### src/rtl/ibex_wb_queue_pkg.sv
// Shared types for the multi-entry writeback queue.
// Defines the instruction class carried by each entry and the packed entry payload.
package ibex_wb_queue_pkg;

    localparam int unsigned RegAddrW = 5;
    localparam int unsigned DataW    = 32;

    typedef enum logic [1:0] {
        WB_INSTR_LOAD  = 2'd0,
        WB_INSTR_STORE = 2'd1,
        WB_INSTR_OTHER = 2'd2
    } wb_instr_type_e;

    typedef struct packed {
        logic                we;
        logic [RegAddrW-1:0] waddr;
        logic [DataW-1:0]    wdata;
        wb_instr_type_e      instr_type;
        logic [31:0]         pc;
        logic                compressed;
        logic                count;
    } wb_entry_t;

endpackage

### src/rtl/ibex_wb_fwd_lookup.sv
// Age-ordered forwarding search over the writeback queue entries.
// Walks entries oldest (head) to youngest so the youngest matching writer wins.
// Ports:
//   head_i     oldest entry index        valid_i/we_i/is_load_i  per-entry flags
//   waddr_i    per-entry RF address      wdata_i                 per-entry RF data
//   raddr_i    lookup address (x0 never matches)
//   hit_o      youngest writer is a non-load, wdata_o carries its data
//   stall_o    youngest writer is a load whose data is not yet known
module ibex_wb_fwd_lookup
    import ibex_wb_queue_pkg::*;
#(
    parameter int unsigned Depth = 2,
    parameter int unsigned PtrW  = (Depth > 1) ? $clog2(Depth) : 1
) (
    input  logic [PtrW-1:0]                head_i,
    input  logic [Depth-1:0]               valid_i,
    input  logic [Depth-1:0]               we_i,
    input  logic [Depth-1:0]               is_load_i,
    input  logic [Depth-1:0][RegAddrW-1:0] waddr_i,
    input  logic [Depth-1:0][DataW-1:0]    wdata_i,
    input  logic [RegAddrW-1:0]            raddr_i,
    output logic                           hit_o,
    output logic                           stall_o,
    output logic [DataW-1:0]               wdata_o
);

    logic [PtrW:0]   sum;
    logic [PtrW-1:0] idx;

    // Later (younger) matches overwrite earlier ones.
    always_comb begin
        hit_o   = 1'b0;
        stall_o = 1'b0;
        wdata_o = '0;
        sum     = '0;
        idx     = '0;
        for (int unsigned i = 0; i < Depth; i++) begin
            sum = {1'b0, head_i} + (PtrW+1)'(i);
            if (sum >= (PtrW+1)'(Depth)) begin
                sum = sum - (PtrW+1)'(Depth);
            end
            idx = sum[PtrW-1:0];
            if (valid_i[idx] && we_i[idx] && (waddr_i[idx] == raddr_i) &&
                (raddr_i != '0)) begin
                hit_o   = ~is_load_i[idx];
                stall_o = is_load_i[idx];
                wdata_o = is_load_i[idx] ? '0 : wdata_i[idx];
            end
        end
    end

endmodule

### src/rtl/ibex_wb_queue.sv
// Multi-entry in-order writeback queue between ID/EX and the register file.
// Accepts one instruction per cycle, retires at most one per cycle from the head,
// merges LSU load data into the RF write port and reports retire perf events.
// Optional feature macro: IBEX_WB_FWD_EN enables the RF forwarding/hazard lookup
// over all queued entries; without it the fwd_* outputs are tied to 0.
// Ports:
//   clk_i, rst_ni                      clock, async active-low reset
//   en_wb_i + *_id_i, instr_type_wb_i  enqueue request and payload from EX
//   rf_wdata_lsu_i, rf_we_lsu_i        load data from the LSU
//   lsu_resp_valid_i, lsu_resp_err_i   LSU response for the head load/store
//   fwd_raddr_i                        forwarding lookup address
//   ready_wb_o                         enqueue accepted this cycle
//   rf_waddr/wdata/we_wb_o             RF write port (head entry)
//   outstanding_load/store_wb_o        any queued load/store
//   pc_wb_o, instr_done_wb_o           head PC, head retires this cycle
//   perf_instr_ret(_compressed)_wb_o   retire perf pulses
//   fwd_hit_o, fwd_stall_o, fwd_wdata_o forwarding result
//   count_o                            number of valid entries
module ibex_wb_queue
    import ibex_wb_queue_pkg::*;
#(
    parameter int unsigned Depth    = 2,
    parameter bit          ResetAll = 1'b0,
    localparam int unsigned PtrW    = (Depth > 1) ? $clog2(Depth) : 1,
    localparam int unsigned CntW    = $clog2(Depth + 1)
) (
    input  logic                clk_i,
    input  logic                rst_ni,
    input  logic                en_wb_i,
    input  wb_instr_type_e      instr_type_wb_i,
    input  logic [31:0]         pc_id_i,
    input  logic                instr_is_compressed_id_i,
    input  logic                instr_perf_count_id_i,
    input  logic [RegAddrW-1:0] rf_waddr_id_i,
    input  logic [DataW-1:0]    rf_wdata_id_i,
    input  logic                rf_we_id_i,
    input  logic [DataW-1:0]    rf_wdata_lsu_i,
    input  logic                rf_we_lsu_i,
    input  logic                lsu_resp_valid_i,
    input  logic                lsu_resp_err_i,
    input  logic [RegAddrW-1:0] fwd_raddr_i,
    output logic                ready_wb_o,
    output logic [RegAddrW-1:0] rf_waddr_wb_o,
    output logic [DataW-1:0]    rf_wdata_wb_o,
    output logic                rf_we_wb_o,
    output logic                outstanding_load_wb_o,
    output logic                outstanding_store_wb_o,
    output logic [31:0]         pc_wb_o,
    output logic                instr_done_wb_o,
    output logic                perf_instr_ret_wb_o,
    output logic                perf_instr_ret_compressed_wb_o,
    output logic                fwd_hit_o,
    output logic                fwd_stall_o,
    output logic [DataW-1:0]    fwd_wdata_o,
    output logic [CntW-1:0]     count_o
);

    logic [Depth-1:0] valid_q, valid_d;
    logic [PtrW-1:0]  head_q, head_d, tail_q, tail_d;
    logic [CntW-1:0]  count_q, count_d;
    wb_entry_t        entries_q [Depth];
    wb_entry_t        head_entry, enq_entry;
    logic             head_valid, head_done, head_rf_we, enq;

    assign head_valid = valid_q[head_q];
    assign head_entry = entries_q[head_q];
    // Non-memory instructions retire unconditionally; loads/stores wait for the LSU.
    assign head_done  = head_valid &
                        ((head_entry.instr_type == WB_INSTR_OTHER) | lsu_resp_valid_i);
    // A retiring head frees a slot in the same cycle, so a full queue never bubbles.
    assign ready_wb_o = (count_q < CntW'(Depth)) | head_done;
    assign enq        = en_wb_i & ready_wb_o;

    always_comb begin
        enq_entry            = '0;
        enq_entry.we         = rf_we_id_i;
        enq_entry.waddr      = rf_waddr_id_i;
        enq_entry.wdata      = rf_wdata_id_i;
        enq_entry.instr_type = instr_type_wb_i;
        enq_entry.pc         = pc_id_i;
        enq_entry.compressed = instr_is_compressed_id_i;
        enq_entry.count      = instr_perf_count_id_i;
    end

    // Pointer/valid/count next state; retire clears before enqueue sets so a full
    // queue can recycle the head slot as the new tail.
    always_comb begin
        valid_d = valid_q;
        head_d  = head_q;
        tail_d  = tail_q;
        count_d = count_q;
        if (head_done) begin
            valid_d[head_q] = 1'b0;
            head_d = (head_q == PtrW'(Depth - 1)) ? '0 : head_q + 1'b1;
        end
        if (enq) begin
            valid_d[tail_q] = 1'b1;
            tail_d = (tail_q == PtrW'(Depth - 1)) ? '0 : tail_q + 1'b1;
        end
        case ({enq, head_done})
            2'b10:   count_d = count_q + 1'b1;
            2'b01:   count_d = count_q - 1'b1;
            default: count_d = count_q;
        endcase
    end

    always_ff @(posedge clk_i or negedge rst_ni) begin
        if (!rst_ni) begin
            valid_q <= '0;
            head_q  <= '0;
            tail_q  <= '0;
            count_q <= '0;
        end else begin
            valid_q <= valid_d;
            head_q  <= head_d;
            tail_q  <= tail_d;
            count_q <= count_d;
        end
    end

    // Payload storage; reset only when ResetAll is set.
    if (ResetAll) begin : g_entries_rst
        always_ff @(posedge clk_i or negedge rst_ni) begin
            if (!rst_ni) begin
                for (int unsigned i = 0; i < Depth; i++) begin
                    entries_q[i] <= '0;
                end
            end else if (enq) begin
                entries_q[tail_q] <= enq_entry;
            end
        end
    end else begin : g_entries_nr
        always_ff @(posedge clk_i) begin
            if (enq) begin
                entries_q[tail_q] <= enq_entry;
            end
        end
    end

    // RF write port: loads write only through the LSU path.
    assign head_rf_we    = head_valid & head_entry.we & (head_entry.instr_type != WB_INSTR_LOAD);
    assign rf_we_wb_o    = head_rf_we | rf_we_lsu_i;
    assign rf_wdata_wb_o = ({DataW{head_rf_we}} & head_entry.wdata) |
                           ({DataW{rf_we_lsu_i}} & rf_wdata_lsu_i);
    assign rf_waddr_wb_o = head_valid ? head_entry.waddr : '0;
    assign pc_wb_o       = head_valid ? head_entry.pc : '0;

    assign instr_done_wb_o                = head_done;
    assign perf_instr_ret_wb_o            = head_done & head_entry.count &
                                            ~(lsu_resp_valid_i & lsu_resp_err_i);
    assign perf_instr_ret_compressed_wb_o = perf_instr_ret_wb_o & head_entry.compressed;
    assign count_o                        = count_q;

    always_comb begin
        outstanding_load_wb_o  = 1'b0;
        outstanding_store_wb_o = 1'b0;
        for (int unsigned i = 0; i < Depth; i++) begin
            if (valid_q[i] && (entries_q[i].instr_type == WB_INSTR_LOAD)) begin
                outstanding_load_wb_o = 1'b1;
            end
            if (valid_q[i] && (entries_q[i].instr_type == WB_INSTR_STORE)) begin
                outstanding_store_wb_o = 1'b1;
            end
        end
    end

`ifdef IBEX_WB_FWD_EN
    logic [Depth-1:0]               fwd_we, fwd_is_load;
    logic [Depth-1:0][RegAddrW-1:0] fwd_waddr;
    logic [Depth-1:0][DataW-1:0]    fwd_wdata;

    always_comb begin
        for (int unsigned i = 0; i < Depth; i++) begin
            fwd_we[i]      = entries_q[i].we;
            fwd_is_load[i] = (entries_q[i].instr_type == WB_INSTR_LOAD);
            fwd_waddr[i]   = entries_q[i].waddr;
            fwd_wdata[i]   = entries_q[i].wdata;
        end
    end

    ibex_wb_fwd_lookup #(
        .Depth (Depth),
        .PtrW  (PtrW)
    ) u_fwd_lookup (
        .head_i    (head_q),
        .valid_i   (valid_q),
        .we_i      (fwd_we),
        .is_load_i (fwd_is_load),
        .waddr_i   (fwd_waddr),
        .wdata_i   (fwd_wdata),
        .raddr_i   (fwd_raddr_i),
        .hit_o     (fwd_hit_o),
        .stall_o   (fwd_stall_o),
        .wdata_o   (fwd_wdata_o)
    );
`else
    logic unused_fwd_raddr;
    assign unused_fwd_raddr = ^fwd_raddr_i;
    assign fwd_hit_o        = 1'b0;
    assign fwd_stall_o      = 1'b0;
    assign fwd_wdata_o      = '0;
`endif

`ifndef SYNTHESIS
    // Enqueue while not ready is a protocol violation by the issuing stage.
    a_enq_ready: assert property (@(posedge clk_i) disable iff (!rst_ni)
        en_wb_i |-> ready_wb_o)
        else $error("ibex_wb_queue: en_wb_i asserted while ready_wb_o low");

    // LSU responses are only meaningful for a queued load/store at the head.
    a_lsu_resp_head: assert property (@(posedge clk_i) disable iff (!rst_ni)
        lsu_resp_valid_i |-> (head_valid && (head_entry.instr_type != WB_INSTR_OTHER)))
        else $error("ibex_wb_queue: LSU response without load/store at head");
`endif

endmodule
### config.mk
export PLATFORM = sky130hd
export DESIGN_NAME = ibex_wb_queue
export DESIGN_NICKNAME = d
export VERILOG_FILES = /design/src/rtl/ibex_wb_queue_pkg.sv /design/src/rtl/ibex_wb_fwd_lookup.sv /design/src/rtl/ibex_wb_queue.sv
export SDC_FILE = /design/constraint.sdc
export NUM_CORES = 1
export LEC_CHECK = 0
export CAP_MARGIN = 0
export CORE_MARGIN = 2
export CORE_UTILIZATION = 45
export DETAILED_ROUTE_END_ITERATION = 6
export PLACE_DENSITY = 0.84
export SLEW_MARGIN = 20
export SYNTH_ARGS = -nofsm -noshare
export SYNTH_HDL_FRONTEND = slang
export SYNTH_SLANG_ARGS = --single-unit
### constraint.sdc
create_clock -name clk_i -period 4.25 [get_ports clk_i]
set_clock_uncertainty 0.15 [all_clocks]
set_input_delay 1.275 -clock clk_i [delete_from_list [all_inputs] [get_ports clk_i]]
set_output_delay 1.275 -clock clk_i [all_outputs]
set_load 0.05 [all_outputs]
==> results.toml <==
[run_status]
status = "completed"

[yosys]
synth_area_leaders = "edfxtp_1 69%, mux2i_1 11%, buf_4 4.8%, o21ai_0 2.7%, nor2_1 2.4%"
synth_ff_type = "edfxtp_1"
synth-xor-area-share_pct = 0.409
synth_top_area_share_pct = 69.1
synth-edff-count = 148
synth-compound-area-share_pct = 4.79
postSynth.asyncResetShare_pct = 3.90
synth_mux_area_share_pct = 11.3
synthAdderAreaFrac_pct = 0.195
avgSynthCellArea_um2 = 15.0
syn-cell-area_um2 = 6430
syn_inst = 428
synth_area_leader_cell = "edfxtp_1"
synth_warnings = 0
synth_top_family_by_area = "multiplexers"
synth_seq_area_share_pct = 71.4
synth_cell_types = 33
yosys.area_share.simple_pct = 5.95
synth_seq_cells = 154

[critical_path]
path_class = "in2out"
rr_startpoint = "head_q"
required_ns = 2.82
crit_top_cell = "buf_4"
start_kind = "input pin"
crit_cells = 8
slowest_stage = "dlygate4sd2_1"
cp_max_fo = 4
critical_path_buf_inv_count = 4
cp_slowest_stage_delay_ns = 0.27
crit_chain = "dlygate4sd2_1 -> nor2_1 -> a21oi_2 -> nand2_1 -> buf_4 -> a211oi_1 -> buf_4 -> buf_12"
r2r_cells = 6
crit_arrival_ns = 2.58
cp-startpoint = "lsu_resp_valid_i"
critPathCaptureType = "output pin"
crit_family = "buffers and inverters"

[clock_network]
path_clk_slew_ns = 0.06
cts_root_buf = "clkbuf_16"
insertion_delay_ns = 0.41
htree_levels = 4
cts_tree = "built"
cts_buffers = 17
clock-sinks = 154
clockBufferDepth = 2
ctsHoldBuffers = 0

[layout]
antenna_cells = 0
final_cell_mix = "148 x edfxtp_1, 117 x clkdlybuf4s50_1, 71 x mux2i_1, 45 x buf_4, 41 x nor2_1"
final_common_cell = "edfxtp_1"
layout.cells.non_filler = 822
area_growth_pct = 44.9
fin_nets = 747
drive_gt1_share_pct = 19.2

[timing]
fin_setup_tns_ns = 0
rsz0062_at_grt = "no"
worst_slack_ns = 0.242
worst_pin_slew_ns = 0.647
fmax_mhz = 250
period_needed_ns = 4.01
setup_violations = 0
drv_slew = 0
timing.hold.ws_ns = 0.375
slew_headroom_pct = 56.8
layout_worst_path_cycle_share_pct = 94.3
hold_violations = 0

[detailed_routing]
drc = 0
vias = 4077
firstDrtPassIters = 4
via_per_inst = 4.96
routedWlPerCell_um = 16.3
dr.first_iter.drc_count = 207
drt_wl_total_um = 13400
antenna_left = 0

[floorplan]
die-area_um2 = 15300
num_io_pins = 229
core_um2 = 13900
rows = 43
initial_core_util_pct = 46.2
die_height_um = 124
fp.dieW_um = 124

[placed_design]
port_buffers = 189
dpl.hpwl_um = 9340
dp.cells = 790
routabilityCongestion = 0.786
place_ws_ns = -0.0220

[global_routing]
grt_first_pass_wirelength_um = 20200
grt_max_degree = 48
grt_pass1_vias = 4094
grt_usage_pct = 17.9
grt-ovfl-total = 0
antenna_found_initial = 0

[hold_path]
worstHoldStart = "count_o[0]"
whs_path_depth = 1
hp-class = "reg2reg"

[power_and_ir_drop]
clkPwrFrac_pct = 19.8
power_density_nw_per_um2 = 774
power.leakage_nw = 3.60
switchingPower_mw = 3.00
swShare_pct = 41.6
seqPwrFrac_pct = 32.5
power.internal_mw = 4.21
combPwrFrac_pct = 47.7
peakVddDrop_uv = 645

[run]
drv_cap = 0
timing repair:
action,CTS,global route
gates resized for setup,1,0
endpoints found under the setup margin,2,0
buffers inserted,0,0
cell type report:
class / count / area (um^2)
timing repair buffer: 203 / 2320
multi-input combinational: 250 / 1600
tap: 180 / 225
clock buffer: 17 / 425
fill: 920 / 4620
sequential: 154 / 4600
inverter: 3 / 11.3
clock inverter: 15 / 143
logic make-up after synthesis:
group | after synthesis
buf+inv | 57
mux | 72
other cells | 1
fa+ha+maj | 1
compound gates | 48
xor+xnor | 3
flops | 154
simple gates | 92
final timing paths:
kind / endpoint / slack [ns]
min reg2reg: count_o[0] / 0.38
min: count_o[0] / 0.38
max: perf_instr_ret_wb_o / 0.24
max in group asynchronous: head_q / 2.72
max reg2reg: entries_q[1][13] / 1.64
min in group asynchronous: valid_q[1] / 0.97
per-stage QoR:
| stage | power (mW) | cell area (um^2) | utilization (%) |
|---|---|---|---|
| after floorplan | 4.59 | 6560 | - |
| after global placement | 5.77 | 8750 | 62.8 |
| after detailed placement | 5.85 | 8750 | 62.8 |
| after CTS | 7.29 | 9320 | 66.9 |
| after global routing | 7.52 | 9320 | 66.9 |
| final | 7.21 | 9320 | 66.9 |
power groups by stage:
stage                     combinational, mW  sequential (mW)  clock, mW
final                                  3.44             2.34       1.42
after global routing                   3.62             2.39       1.51
after CTS                              3.48             2.35       1.45
after detailed placement               3.47             2.38          0
after global placement                 3.41             2.35          0
after floorplan                        2.26             2.33          0
flip-flops by register name (all words and copies together), names as in the netlist:
name       cells
valid_q        2
entries_q    148
count_o        2
tail_q         1
head_q         1
cells in the mapped netlist (all sizes together), types with 2 or more instances:
master	number
edfxtp	148
mux2i	72
buf	47
nor2	41
o21ai	38
nand2	36
nand2b	8
clkbuf	7
dfrtp	6
inv	3
nor2b	3
a21oi	2
o32ai	2
xnor2	2
per-layer routing:
metal  vias up  share of wire (%)  global-route usage, %
met2       196                 53                   31.9
met4         0                1.3                   6.53
met5         -                  0                      0
met1      1954                 37                   19.2
li1       1912                  -                      -
met3        15                8.7                   6.64
No activity file was read; power rests on OpenSTA's default activity.
